### src/rtl/flash_bus_bridge_if.sv
// flash_bus_bridge_if
//   Groups the 6809 bus signals and the SPI engine handshake of the flash
//   bus bridge into a single bundle.
//   slave  modport : the bridge (takes bus phases/address/data and SPI status,
//                    drives MRDY, read data and SPI requests)
//   master modport : the CPU side and SPI engine (drive what the bridge reads)
//   Signals:
//     i_E, i_Q          6809 phase clocks (asynchronous to clk)
//     i_RW              1 = read, 0 = write
//     i_ADDRESS_BUS     6809 address
//     i_DataBus         6809 write data
//     i_spi_ready       SPI engine ready (low while busy)
//     i_spi_data        byte returned by the SPI engine
//     o_spi_ce          request strobe to the SPI engine
//     o_spi_rw          SPI direction (1 = read)
//     o_spi_addr        offset inside the flash window
//     o_spi_wdata       byte to write
//     o_MRDY            6809 memory ready (low stretches the cycle)
//     o_data, o_data_oe read data to the CPU and its drive enable
interface flash_bus_bridge_if;
    logic        i_E;
    logic        i_Q;
    logic        i_RW;
    logic [15:0] i_ADDRESS_BUS;
    logic [7:0]  i_DataBus;
    logic        i_spi_ready;
    logic [7:0]  i_spi_data;
    logic        o_spi_ce;
    logic        o_spi_rw;
    logic [11:0] o_spi_addr;
    logic [7:0]  o_spi_wdata;
    logic        o_MRDY;
    logic [7:0]  o_data;
    logic        o_data_oe;

    modport slave (
        input  i_E, i_Q, i_RW, i_ADDRESS_BUS, i_DataBus, i_spi_ready, i_spi_data,
        output o_spi_ce, o_spi_rw, o_spi_addr, o_spi_wdata, o_MRDY, o_data, o_data_oe
    );

    modport master (
        output i_E, i_Q, i_RW, i_ADDRESS_BUS, i_DataBus, i_spi_ready, i_spi_data,
        input  o_spi_ce, o_spi_rw, o_spi_addr, o_spi_wdata, o_MRDY, o_data, o_data_oe
    );
endinterface

### src/rtl/flash_bus_bridge.sv
// flash_bus_bridge
//   Maps a 4 KiB window of the 6809 address space onto an SPI flash engine
//   and exposes a control/status register. Flash accesses stretch the CPU
//   cycle through MRDY until the engine completes or a timeout expires.
//   Ports:
//     clk    system clock, rising edge
//     reset  synchronous, active-low reset
//     bus    flash_bus_bridge_if.slave (6809 bus + SPI engine handshake)
//   Parameters:
//     FLASH_PAGE  address[15:12] value selecting the flash window
//     CTRL_ADDR   address of the control/status register
//     TIMEOUT     maximum clk cycles per flash transaction
//   Status register read: {5'b0, wp_err, to_err, wp}
//   Control register write: D0 -> wp, D1 = 1 clears to_err and wp_err
//   Build option: define FLASH_READ_CACHE_EN for a one-entry read cache.
module flash_bus_bridge #(
    parameter logic [3:0]  FLASH_PAGE = 4'hE,
    parameter logic [15:0] CTRL_ADDR  = 16'hDFF0,
    parameter logic [15:0] TIMEOUT    = 16'd4095
) (
    input  logic              clk,
    input  logic              reset,
    flash_bus_bridge_if.slave bus
);

    typedef enum logic [2:0] {IDLE, REQ, WAIT_BUSY, WAIT_DONE, HOLD} state_t;

    state_t      state;
    state_t      state_nxt;

    logic        e_s1, e_s2, e_prev;
    logic        q_s1, q_sync_unused;
    logic        e_rise, e_fall;

    logic        rw_l;
    logic [11:0] addr_l;
    logic [7:0]  data_l;
    logic        win_l, ctl_l;

    logic [7:0]  rbuf;
    logic        wp, to_err, wp_err;
    logic [15:0] tcnt;
    logic [7:0]  status;

    logic        win_now, ctl_now;
    logic        accept, start_req, wr_blocked, active, tmo, done, abort, ctl_wr;
    logic        cache_hit;

    logic        spi_ce, mrdy, oe;
    logic [7:0]  rdata;

    // Phase clock synchronizers. Q is synchronized alongside E but the
    // bridge keys all of its timing off E edges.
    always_ff @(posedge clk) begin
        if (!reset) begin
            e_s1          <= 1'b0;
            e_s2          <= 1'b0;
            e_prev        <= 1'b0;
            q_s1          <= 1'b0;
            q_sync_unused <= 1'b0;
        end else begin
            e_s1          <= bus.i_E;
            e_s2          <= e_s1;
            e_prev        <= e_s2;
            q_s1          <= bus.i_Q;
            q_sync_unused <= q_s1;
        end
    end

    assign e_rise = e_s2 && !e_prev;
    assign e_fall = !e_s2 && e_prev;

    // Decode is taken straight from the bus at the cycle start so the FSM
    // can leave IDLE (and pull MRDY) in the same clk the address is latched.
    assign win_now    = (bus.i_ADDRESS_BUS[15:12] == FLASH_PAGE);
    assign ctl_now    = (bus.i_ADDRESS_BUS == CTRL_ADDR);
    assign accept     = (state == IDLE) && e_rise && win_now;
    assign start_req  = accept && (bus.i_RW ? !cache_hit : !wp);
    assign wr_blocked = accept && !bus.i_RW && wp;
    assign active     = (state == REQ) || (state == WAIT_BUSY) || (state == WAIT_DONE);
    assign tmo        = active && (tcnt >= TIMEOUT);
    assign done       = (state == WAIT_DONE) && bus.i_spi_ready;
    // Completion beats a timeout landing in the same clk.
    assign abort      = tmo && !done;
    assign ctl_wr     = e_fall && ctl_l && !rw_l;
    assign status     = {5'b0, wp_err, to_err, wp};

`ifdef FLASH_READ_CACHE_EN
    logic        cache_valid;
    logic [11:0] cache_off;
    logic [7:0]  cache_data;
    logic        cache_serve;

    assign cache_hit   = cache_valid && (cache_off == bus.i_ADDRESS_BUS[11:0]);
    assign cache_serve = accept && bus.i_RW && cache_hit;

    always_ff @(posedge clk) begin
        if (!reset) begin
            cache_valid <= 1'b0;
            cache_off   <= '0;
            cache_data  <= '0;
        end else if (e_rise && win_now && !bus.i_RW) begin
            cache_valid <= 1'b0;
        end else if (abort) begin
            cache_valid <= 1'b0;
        end else if (done && rw_l) begin
            cache_valid <= 1'b1;
            cache_off   <= addr_l;
            cache_data  <= bus.i_spi_data;
        end
    end
`else
    assign cache_hit = 1'b0;
`endif

    // Datapath: cycle latches, read buffer, status bits, timeout counter.
    always_ff @(posedge clk) begin
        if (!reset) begin
            rw_l   <= 1'b1;
            addr_l <= '0;
            data_l <= '0;
            win_l  <= 1'b0;
            ctl_l  <= 1'b0;
            rbuf   <= '0;
            wp     <= 1'b1;
            to_err <= 1'b0;
            wp_err <= 1'b0;
            tcnt   <= '0;
        end else begin
            if (e_rise) begin
                rw_l   <= bus.i_RW;
                addr_l <= bus.i_ADDRESS_BUS[11:0];
                data_l <= bus.i_DataBus;
                win_l  <= win_now;
                ctl_l  <= ctl_now;
            end

            if (start_req)
                tcnt <= '0;
            else if (active)
                tcnt <= tcnt + 16'd1;

            if (done && rw_l)
                rbuf <= bus.i_spi_data;
            else if (abort)
                rbuf <= 8'hFF;
`ifdef FLASH_READ_CACHE_EN
            else if (cache_serve)
                rbuf <= cache_data;
`endif

            // Error flags set after the clear so a same-clk event is kept.
            if (ctl_wr) begin
                wp <= data_l[0];
                if (data_l[1]) begin
                    to_err <= 1'b0;
                    wp_err <= 1'b0;
                end
            end
            if (abort)
                to_err <= 1'b1;
            if (wr_blocked)
                wp_err <= 1'b1;
        end
    end

    always_ff @(posedge clk) begin
        if (!reset)
            state <= IDLE;
        else
            state <= state_nxt;
    end

    always_comb begin
        state_nxt = state;
        case (state)
            IDLE: begin
                if (start_req)
                    state_nxt = REQ;
                else if (accept)
                    state_nxt = HOLD;
            end
            REQ: begin
                state_nxt = tmo ? HOLD : WAIT_BUSY;
            end
            WAIT_BUSY: begin
                if (tmo)
                    state_nxt = HOLD;
                else if (!bus.i_spi_ready)
                    state_nxt = WAIT_DONE;
            end
            WAIT_DONE: begin
                if (bus.i_spi_ready || tmo)
                    state_nxt = HOLD;
            end
            HOLD: begin
                if (e_fall)
                    state_nxt = IDLE;
            end
            default: state_nxt = IDLE;
        endcase
    end

    // Outputs are forced to their idle values while reset is held.
    always_comb begin
        spi_ce = 1'b0;
        mrdy   = 1'b1;
        oe     = 1'b0;
        rdata  = '0;
        if (reset) begin
            spi_ce = (state == REQ) || (state == WAIT_BUSY);
            mrdy   = !(active || start_req);
            // e_prev excludes the cycle-start clk, when the latches still
            // describe the previous bus cycle.
            oe     = e_s2 && e_prev && rw_l && (win_l || ctl_l) && mrdy;
            if (oe)
                rdata = win_l ? rbuf : status;
        end
    end

    assign bus.o_spi_ce    = spi_ce;
    assign bus.o_spi_rw    = rw_l;
    assign bus.o_spi_addr  = addr_l;
    assign bus.o_spi_wdata = data_l;
    assign bus.o_MRDY      = mrdy;
    assign bus.o_data      = rdata;
    assign bus.o_data_oe   = oe;

endmodule

### src/flat_wrapper.sv
// flat-port wrapper written by rule: the top's interface ports become plain ports
module flash_bus_bridge_flat 
#(
    parameter logic [3:0]  FLASH_PAGE = 4'hE,
    parameter logic [15:0] CTRL_ADDR  = 16'hDFF0,
    parameter logic [15:0] TIMEOUT    = 16'd4095
)
  (clk, reset, bus_i_E, bus_i_Q, bus_i_RW, bus_i_ADDRESS_BUS, bus_i_DataBus, bus_i_spi_ready, bus_i_spi_data, bus_o_spi_ce, bus_o_spi_rw, bus_o_spi_addr, bus_o_spi_wdata, bus_o_MRDY, bus_o_data, bus_o_data_oe);
  flash_bus_bridge_if bus_i ();
  input  logic clk;
  input  logic reset;
  input wire logic [$bits(bus_i.i_E)-1:0] bus_i_E;
  input wire logic [$bits(bus_i.i_Q)-1:0] bus_i_Q;
  input wire logic [$bits(bus_i.i_RW)-1:0] bus_i_RW;
  input wire logic [$bits(bus_i.i_ADDRESS_BUS)-1:0] bus_i_ADDRESS_BUS;
  input wire logic [$bits(bus_i.i_DataBus)-1:0] bus_i_DataBus;
  input wire logic [$bits(bus_i.i_spi_ready)-1:0] bus_i_spi_ready;
  input wire logic [$bits(bus_i.i_spi_data)-1:0] bus_i_spi_data;
  output wire logic [$bits(bus_i.o_spi_ce)-1:0] bus_o_spi_ce;
  output wire logic [$bits(bus_i.o_spi_rw)-1:0] bus_o_spi_rw;
  output wire logic [$bits(bus_i.o_spi_addr)-1:0] bus_o_spi_addr;
  output wire logic [$bits(bus_i.o_spi_wdata)-1:0] bus_o_spi_wdata;
  output wire logic [$bits(bus_i.o_MRDY)-1:0] bus_o_MRDY;
  output wire logic [$bits(bus_i.o_data)-1:0] bus_o_data;
  output wire logic [$bits(bus_i.o_data_oe)-1:0] bus_o_data_oe;
  assign bus_i.i_E = bus_i_E;
  assign bus_i.i_Q = bus_i_Q;
  assign bus_i.i_RW = bus_i_RW;
  assign bus_i.i_ADDRESS_BUS = bus_i_ADDRESS_BUS;
  assign bus_i.i_DataBus = bus_i_DataBus;
  assign bus_i.i_spi_ready = bus_i_spi_ready;
  assign bus_i.i_spi_data = bus_i_spi_data;
  assign bus_o_spi_ce = bus_i.o_spi_ce;
  assign bus_o_spi_rw = bus_i.o_spi_rw;
  assign bus_o_spi_addr = bus_i.o_spi_addr;
  assign bus_o_spi_wdata = bus_i.o_spi_wdata;
  assign bus_o_MRDY = bus_i.o_MRDY;
  assign bus_o_data = bus_i.o_data;
  assign bus_o_data_oe = bus_i.o_data_oe;
  flash_bus_bridge #(.FLASH_PAGE(FLASH_PAGE), .CTRL_ADDR(CTRL_ADDR), .TIMEOUT(TIMEOUT)) u_core (.clk(clk), .reset(reset), .bus(bus_i));
endmodule
### config.mk
export PLATFORM = sky130hd
export DESIGN_NAME = flash_bus_bridge_flat
export DESIGN_NICKNAME = d
export VERILOG_FILES = /design/src/rtl/flash_bus_bridge_if.sv /design/src/rtl/flash_bus_bridge.sv /design/src/flat_wrapper.sv
export SDC_FILE = /design/constraint.sdc
export NUM_CORES = 1
export LEC_CHECK = 0
export ABC_AREA = 1
export CAP_MARGIN = 5
export CELL_PAD_IN_SITES_DETAIL_PLACEMENT = 1
export CELL_PAD_IN_SITES_GLOBAL_PLACEMENT = 2
export CORE_MARGIN = 2
export CORE_UTILIZATION = 23
export DETAILED_ROUTE_END_ITERATION = 16
export PLACE_DENSITY = 0.81
export SLEW_MARGIN = 10
export SYNTH_ARGS = -nofsm -noshare
export SYNTH_HDL_FRONTEND = slang
export SYNTH_SLANG_ARGS = --single-unit
export TNS_END_PERCENT = 100
### constraint.sdc
create_clock -name clk -period 1.68 [get_ports clk]
set_clock_uncertainty 0.15 [all_clocks]
set_input_delay 0.252 -clock clk [delete_from_list [all_inputs] [get_ports clk]]
set_output_delay 0.252 -clock clk [all_outputs]
set_load 0.02 [all_outputs]
==> impl_metrics.csv <==
group,metric,value,unit
run_status,status,"finished with violations",
run_status,violations,"negative setup slack",
yosys,synth_area,2560,sq um
timing,max-slew-margin-rel,0.744,
detailed_routing,initialDrtViolationCount,68,
clock_network,path_clk_slew,0.10,ns
die,core,10800,sq um
yosys,synth_most_common_cell,"nand2_1",
yosys,syn_area_per_cell,7.07,sq um
timing,setup_tns,-4.14,ns
yosys,async_flop_share,0,
clock_network,htreeDepth,2,
die,row_count,38,
detailed_routing,wire_per_inst,13.2,um
timing,rsz0062_at_grt,"yes",
grt,grt_pass1_wl,14100,um
timing,period_share,1.22,
pwr,ir_worst_vdd,0.338,mV
worst_setup_path,crit_type,"primary input to output pin",
place,post_dp_cell_area,3800,sq um
place,dp_hpwl,5920,um
timing,worst_pin_slew,0.380,ns
timing,slew_violations,0,
detailed_routing,ant_nets,0,
detailed_routing,drc,0,
worst_setup_path,critPathArrivalTime,1.65,ns
yosys,syn_nets,402,
final_layout,multi_input_area,1450,sq um
worst_setup_path,cp.required,1.28,ns
die,start_util,0.237,
yosys,synth_cell_types,33,
yosys,synthMuxAreaShare,0,
place,placement.io_buffers,68,
final_layout,drive_above_1_share,0.306,
worst_setup_path,critPathLaunchType,"primary input",
grt,antenna_found_initial,0,
die,ios,70,
final_layout,nets,532,
yosys,synth_fa_ha_area_frac,0.00488,
yosys,postSynthCellCount,363,
detailed_routing,dr.pass1.iters,4,
final_layout,fin_area,4250,sq um
pwr,powerDensity,918,nW/um^2
die,chipHeight,110,um
clock_network,ctsRootBufferMaster,"clkbuf_8",
final_layout,regArea,1130,sq um
clock_network,numCtsBuffers,5,
die,fp.dieW,110,um
die,die_area,12000,sq um
yosys,synth_simple_gate_area_share,0.318,
timing,finalCriticalPeriod,2.05,ns
final_layout,fillers,1330,
final_layout,n_antenna_cell,0,
clock_network,cts_tree,"yes",
timing,max_freq,0.487,GHz
yosys,synth-seq-cells,56,
grt,grt-ovfl-total,0,
pwr,power.leakage,1.87,nW
yosys,synth-xor-area-share,0.0205,
run,drv_cap,0,
clock_network,clk_latency,0.32,ns
timing,worst_slack,-0.373,ns
yosys,synth_edf_count,0,
yosys,ys_seq_area_frac,0.437,
worst_setup_path,cp-end-kind,"output pin",
yosys,synth_ff_type,"dfxtp_1",
yosys,synth.area.top_cells,"dfxtp_1 44%, nand2_1 9.2%, nor2_1 8.9%, inv_1 6.0%, a21oi_1 4.9%",
worst_setup_path,crit_path_max_fanout,5,
grt,grt_start_max_net_pins,33,
yosys,synth_top_area_frac,0.437,
clock_network,clk_path_buf_depth,2,
min_path,hp-class,"primary input to flop",
grt,grt_pass1_vias,2926,
grt,grt_use_total,0.151,
yosys,synth_common_cells,"63 x nand2_1, 61 x nor2_1, 56 x dfxtp_1",
yosys,synth_compound_area_frac,0.126,
detailed_routing,vias,2805,
final_layout,area_growth,65.9,%
place,place_congestion,0.775,
timing,setup_viol,22,
clock_network,cts.sinks,56,
yosys,yosysTopAreaCell,"dfxtp_1",
detailed_routing,viasPerCell,4.42,
detailed_routing,drt-total-wl,8400,um
yosys,synth_top_family_by_area,"simple AND/OR/NAND/NOR gates",
yosys,synth_warnings,0,
timing,final-hold-violation-count,0,
==> cells by family after synthesis <==
logic type                 after synthesis
and+or+nand+nor                        179
xor gates and xnor gates                 6
AOI/OAI and AO/OA                       60
adders and majority gates                1
buffers and inverters                   61
DFF                                     56
==> path summary, 6_finish.rpt <==
kind	endpoint	cells past startpoint	slack [ns]	start
max	bus_o_data[6]	8	-0.37	reset
min	u_core.ctl_l	4	0.25	bus_i_ADDRESS_BUS[13]
max reg2reg	u_core.wp_err	14	-0.12	u_core.state[0]
min reg2reg	u_core.e_s2	2	0.28	u_core.e_s1
==> per-stage QoR <==
stage | total power, W | utilization | hold WS, ns | instances | worst slack [ns]
2_1_floorplan | 0.00212 | - | 0.200 | 363 | 0.00104
3_3_place_gp | 0.00271 | 0.351 | 0.245 | 605 | -0.906
3_5_place_dp | 0.00275 | 0.351 | 0.269 | 605 | -0.967
4_1_cts | 0.00387 | 0.380 | 0.243 | 630 | -0.404
5_1_grt | 0.00416 | 0.392 | 0.294 | 634 | -0.472
6_report | 0.00391 | 0.392 | 0.253 | 634 | -0.373
==> flip-flops by register name (all words and copies together), names as in the netlist <==
| register | count |
|---|---|
| u_core.bus.o_spi_wdata | 8 |
| u_core.bus.o_spi_rw | 1 |
| u_core.win_l | 1 |
| u_core.e_s2 | 1 |
| u_core.ctl_l | 1 |
| u_core.to_err | 1 |
| u_core.wp_err | 1 |
| u_core.e_s1 | 1 |
| u_core.rbuf | 8 |
| u_core.wp | 1 |
| u_core.bus.o_spi_addr | 12 |
| u_core.e_prev | 1 |
| u_core.tcnt | 16 |
| u_core.state | 3 |
==> what timing repair did <==
item,CTS,global route
buffers inserted,18,4
pin swaps,17,6
cloned,1,0
resized for setup,109,24
hold buffers,0,0
setup endpoints to repair,45,41
==> worst max-delay path, stage by stage <==
cell             delay (ns)
clkdlybuf4s50_1        0.50
nand2_1                0.11
nor4_4                 0.28
nand2_4                0.11
inv_4                  0.09
nand2_8                0.08
nor2_4                 0.09
buf_6                  0.12
==> placed cells by master, fill, tap and decap left out, types with 2 or more instances in the layout <==
master / synthesis / final
inv_2: 10 / 11
xor2_1: 5 / 5
o21ai_2: 3 / 2
dlygate4sd2_1: 0 / 24
nand4_1: 6 / 6
nand3_4: 0 / 2
nor2_1: 61 / 52
dfxtp_2: 0 / 8
dfxtp_1: 56 / 48
nor3_1: 3 / 3
inv_1: 41 / 39
clkdlybuf4s50_1: 0 / 32
buf_4: 1 / 56
a21oi_4: 0 / 2
o21ai_4: 0 / 3
a21oi_2: 0 / 3
nand2_4: 0 / 4
o21ai_0: 23 / 23
buf_6: 1 / 15
a31oi_1: 5 / 5
nor2_4: 3 / 13
or2_2: 4 / 4
buf_12: 0 / 3
a21oi_1: 25 / 20
nor2_2: 5 / 4
nand2_1: 63 / 57
nand3_1: 22 / 19
clkbuf_8: 0 / 5
nor4_1: 3 / 2
nand2_2: 3 / 4
nand3_2: 2 / 3
==> layout make-up <==
cell class	count	area share
clock buffers	5	0.0162
flip-flops and latches	56	0.266
multi-input cells	247	0.340
well taps	140	0.0412
clock inverters	3	0.0100
inverters	52	0.0465
repair buffers	131	0.280
==> metal layers <==
layer	share of wire	up-vias	GRT usage
li1	-	1418	-
met4	0.013	0	0.0407
met5	0	-	0
met3	0.044	8	0.0362
met1	0.43	1328	0.179
met2	0.51	51	0.270
==> power by group <==
| group | switching (W) | leakage, nW | internal [W] |
|---|---|---|---|
| clock | 0.000469 | 0.0541 | 0.000442 |
| sequential | 0.0000648 | 0.457 | 0.00142 |
| combinational | 0.000770 | 1.36 | 0.000741 |
Note: power is estimated with default switching activity, not from simulation.
==> patch 1: new RTL, same settings <==
The 5 states of `state_t` get a one-hot encoding in 5 bits.
--- a/src/rtl/flash_bus_bridge.sv
+++ b/src/rtl/flash_bus_bridge.sv
@@ -23,7 +23,7 @@
     flash_bus_bridge_if.slave bus
 );
 
-    typedef enum logic [2:0] {IDLE, REQ, WAIT_BUSY, WAIT_DONE, HOLD} state_t;
+    typedef enum logic [4:0] {IDLE = 5'b00001, REQ = 5'b00010, WAIT_BUSY = 5'b00100, WAIT_DONE = 5'b01000, HOLD = 5'b10000} state_t;
 
     state_t      state;
     state_t      state_nxt;
Formal check against the unedited RTL: no difference found for any inputs over 10 cycles, from zero or initial values and one cycle with reset low; not proved beyond that.
==> patch 1 against the unedited design <==
- the flow still finishes with violations (setup timing)
- total power rose by 24%
- clock power rose by 120%
- setup slack got worse by 0.045 ns
- combinational power fell by 16%
- area after synthesis rose by 7.8%
- sequential cell count rose by 2
- highest routed layer unchanged
- count of clock-buffer cells in the layout rose by 7
- cell area rose by 8.1%
- routed wire length rose by 8.2%
- critical path type is now flip-flop to output pin
==> patch 1: results (changes against the unedited design) <==
endpoints failing setup=11 (-50%); top cells by area, synth=dfxtp_1, nand2_1, nor2_1, inv_1, a21oi_1; library cells used by synthesis=38 (+15%); vias in the first global route=3,127 (+6.9%); via count=2,989 (+6.6%); Hold Startpoint=u_core.e_s1; Seq/Total Area, Yosys=0.4199 (-0.01716); Worst-path clk slew=0.05 ns (-0.05 ns); leakage=2.056 nW (+9.7%); WHS Endpoint=u_core.e_s2; number of fill cells in the layout=1,440 (+8.3%); Root Driver=clkbuf_16; GRT Resource Usage Total=0.1445 (-0.006261); Worst Hold Depth=2 (-2); failing checks=setup timing; gp weighted congestion=0.7967 (+2.8%); status=finished, violations left; Critical Path AT=1.70 ns (+0.05 ns); largest net degree at the start of global routing=37 (+12%); Worst path max stage delay=0.36 ns (-0.14 ns); worst reg-to-reg setup slack=0.01 ns (+0.13 ns); ANT cells=0 (unchanged); first-pass GRT wire length=14,610 microns (+3.9%); worst-path fanout max=5 (unchanged); IO buf count=68 (unchanged); max reg flops=16 (unchanged); worst vdd ir=0.5570 mV (+65%); Syn Area/Cell=7.145 sq um (+1.1%); worst min path class=flip-flop to flip-flop; HPWL Detailed=6820 microns (+15%); 1st-iter DRT viols=66 (-2.9%); layout cells sized above 1=0.2915 (-0.01416); FF-to-FF End=u_core.state[4]; Yosys warning count=0 (unchanged); Reg2Reg Depth=12 (-2); clock tree buffer depth=2 (unchanged); slew of the pin with the lowest slew margin=0.3194 ns (-0.06101 ns); nets@finish=552 (+3.8%); Post-DP Area=4046 sq um (+6.5%); final worst setup slack=-0.4182 ns (-0.04495 ns); reg-to-reg startpoint=u_core.state[2]; Placed Cells=638 (+5.5%); Biggest register=u_core.tcnt; TritonRoute pass-1 iters=6 (+2); commonest register cell after synthesis=dfxtp_1; sw power=1.453 mW (+11%); antenna violations before repair=0 (unchanged); CP max-delay cell=dfxtp_4; worst skew pair latency=around 0.33 ns; syn_nets=426 (+6.0%); routed length per placed instance=13.67 microns (+3.2%); cts bufs inserted=9 (+4); Clock H-tree levels=3 (+1); asr flop ratio synth=0 (unchanged); WHS=0.2695 ns (+0.01666 ns); Finished Layout Cells=665 (+4.9%); Post-synth top cells=nand2_1, dfxtp_1, nor2_1
[patch 1: cells by family after synthesis]
family,count (synthesis),synth area share
adders and majority gates,1,0.004524
DFF,58,0.4199
and+or+nand+nor,191,0.3339
xor gates and xnor gates,1,0.003168
buffers and inverters,65,0.09683
AOI/OAI and AO/OA,71,0.1416
[patch 1: metal layers]
layer  vias to the layer above  track usage  part of all wire
met5                         -            0                 0
met4                         0      0.05691             0.017
met3                        11      0.06004             0.065
met2                        62       0.2615              0.52
met1                      1415       0.1478              0.40
li1                       1501            -                 -
[patch 1: what timing repair did]
action | in CTS | in global routing
pin swaps | 8 | 9
resized for setup | 91 | 38
setup endpoints to repair | 52 | 54
buffers inserted | 3 | 8
endpoints found under the hold margin | 0 | 0
[patch 1: power groups by stage]
stage | combinational (mW) | clock, mW | sequential, mW
6_report | 1.27 | 2.01 | 1.55
5_1_grt | 1.41 | 2.12 | 1.56
4_1_cts | 1.13 | 2.08 | 1.55
3_5_place_dp | 1.11 | 0 | 1.57
3_3_place_gp | 1.09 | 0 | 1.57
2_1_floorplan | 0.613 | 0 | 1.60
[patch 1: critical path, delay by kind of cell, from the launching register on]
family                 cells  cell delay, ns
DFF                        1            0.36
and+or+nand+nor            7            0.61
buffers and inverters      5            0.39
[patch 1: layout make-up]
cell class | count | area [sq um] | share of cell area
clock buffers | 12 | 246.5 | 0.05361
inverters | 53 | 211.5 | 0.04599
clock inverters | 4 | 73.82 | 0.01605
well taps | 147 | 183.9 | 0.04000
repair buffers | 127 | 1150 | 0.2501
flip-flops and latches | 58 | 1175 | 0.2555
multi-input cells | 264 | 1558 | 0.3388
[patch 1: worst max path at each step]
stage / startpoint / end / cells after the start
floorplan: u_core.state[3] / bus_o_data[1] / 9
global placement: bus_i_ADDRESS_BUS[12] / bus_o_data[4] / 12
detailed placement: bus_i_ADDRESS_BUS[13] / bus_o_data[4] / 13
CTS: u_core.state[3] / bus_o_data[4] / 11
global route: u_core.state[3] / bus_o_data[4] / 11
finish: u_core.state[2] / bus_o_data[4] / 12
[patch 1: metrics by stage]
stage / setup WS, ns / utilization / setup TNS, ns / power (mW)
after CTS: -0.4464 / 0.3703 / -3.937 / 4.759
after floorplan: -0.04266 / - / -0.1572 / 2.214
after detailed placement: -0.9313 / 0.3411 / -15.32 / 2.680
after global routing: -0.5039 / 0.3877 / -4.918 / 5.089
after global placement: -0.8315 / 0.3411 / -13.05 / 2.652
final: -0.4182 / 0.3877 / -3.683 / 4.833
==> patch 2: new RTL, same settings <==
Made on the original files. Add a define of `FLASH_READ_CACHE_EN`.
--- a/src/rtl/flash_bus_bridge.sv
+++ b/src/rtl/flash_bus_bridge.sv
@@ -13,6 +13,8 @@
 //   Status register read: {5'b0, wp_err, to_err, wp}
 //   Control register write: D0 -> wp, D1 = 1 clears to_err and wp_err
 //   Build option: define FLASH_READ_CACHE_EN for a one-entry read cache.
+`define FLASH_READ_CACHE_EN
+
 module flash_bus_bridge #(
     parameter logic [3:0]  FLASH_PAGE = 4'hE,
     parameter logic [15:0] CTRL_ADDR  = 16'hDFF0,
Behaviour: not the same (a bounded check fails within 10 cycles, from zero or initial values and one cycle with reset low).
==> patch 2 against the unedited design <==
- the run still ends with setup timing left
- register-to-register slack got worse by 0.19 ns
- area after synthesis rose by 44%
- cell count rose by 49%
- die area rose by 42%
- clock power rose by 120%
- core utilization rose by 3.0 points
- sequential cell count rose by 21
- cell area rose by 57%
- maximum frequency fell by 15%
- total power rose by 36%
- setup slack got worse by 0.35 ns
- routed wire length rose by 73%
==> patch 2: results (changes against the unedited design) <==
Clock Sinks=77 (+38%); final worst setup slack=-0.7260 ns (-0.3527 ns); via count=4,254 (+52%); gp weighted congestion=0.7995 (+3.1%); number of fill cells in the layout=1,887 (+42%); Post-synth top cells=nand2_1, dfxtp_1, nor2_1; endpoints failing setup=48 (+120%); NonClk Buf Share=0.2704 (-0.009906); inverter count=59 (+13%); Worst-path clk slew=0.06 ns (-0.04 ns); status=finished, violations left; cts bufs inserted=9 (+4); Tot Pwr=5.312 mW (+36%); library cells used by synthesis=34 (+3.0%); Finished Layout Cells=943 (+49%); Hold Startpoint=bus_i_ADDRESS_BUS[11]; reg-to-reg startpoint=u_core.cache_off[9]; clk cell area share=0.04397 (+0.01779); number of setup buffers added after CTS=10 (-8); Critical Path AT=2.00 ns (+0.35 ns); met2 usage=0.3113 (+0.04099); nets@finish=761 (+43%); critical path's top delay family=simple AND/OR/NAND/NOR gates; failing checks=setup timing; Multi-input gate area=2490 sq um (+72%); Syn Area/Cell=6.903 sq um (-2.3%); HPWL Detailed=9542 microns (+61%); Clock buffer cells=11 (+6); CP max-delay cell=dfxtp_2; worst vdd ir=0.5208 mV (+54%); met1 wire length=5994 microns (+66%); met3 WL post-DR=536 microns (+45%); Clock H-tree levels=3 (+1); vias in the first global route=4,517 (+54%); area grow syn2layout=80.65%; 1st-iter DRT viols=122 (+79%); layout cells sized above 1=0.4264 (+0.1207); Multi-In Gates=381 (+54%); largest net degree at the start of global routing=49 (+48%); grt met3 use=0.04397 (+0.007815); worst skew pair latency=0.35 ns (+0.03 ns); Setup Slack @ Placement=-1.234 ns (-0.2666 ns); Root Driver=clkbuf_16; GRT Resource Usage Total=0.1675 (+0.01673); FF+latch area=1559 sq um (+38%); first-pass GRT wire length=22,010 microns (+56%); routed length per placed instance=15.39 microns (+16%); worst-path fanout max=4 (-1)
## patch 2: cell count changes in the layout (fill, tap and decap cells not counted), sizes merged, moves of 9 or more
cell	before	now
buf	74	134
clkdlybuf4s50	32	21
nand2	66	129
dfxtp	56	77
a21oi	25	40
nand4	6	15
o21ai	29	40
clkbuf	5	14
nor2	69	91
## patch 2: kinds of logic after synthesis
family / count (synthesis) / synth area share
AOI/OAI and AO/OA: 91 / 0.1351
adders and majority gates: 1 / 0.003394
DFF: 77 / 0.4182
buffers and inverters: 77 / 0.08282
and+or+nand+nor: 281 / 0.3439
xor gates and xnor gates: 7 / 0.01663
## patch 2: path summary, 6_finish.rpt
| kind | end | slack (ns) | depth (start not counted) |
|---|---|---|---|
| min | u_core.bus.o_spi_addr[11] | 0.18 | 3 |
| max | bus_o_data[0] | -0.73 | 11 |
| min reg2reg | u_core.e_s2 | 0.29 | 2 |
| max reg2reg | u_core.rbuf[4] | -0.31 | 13 |
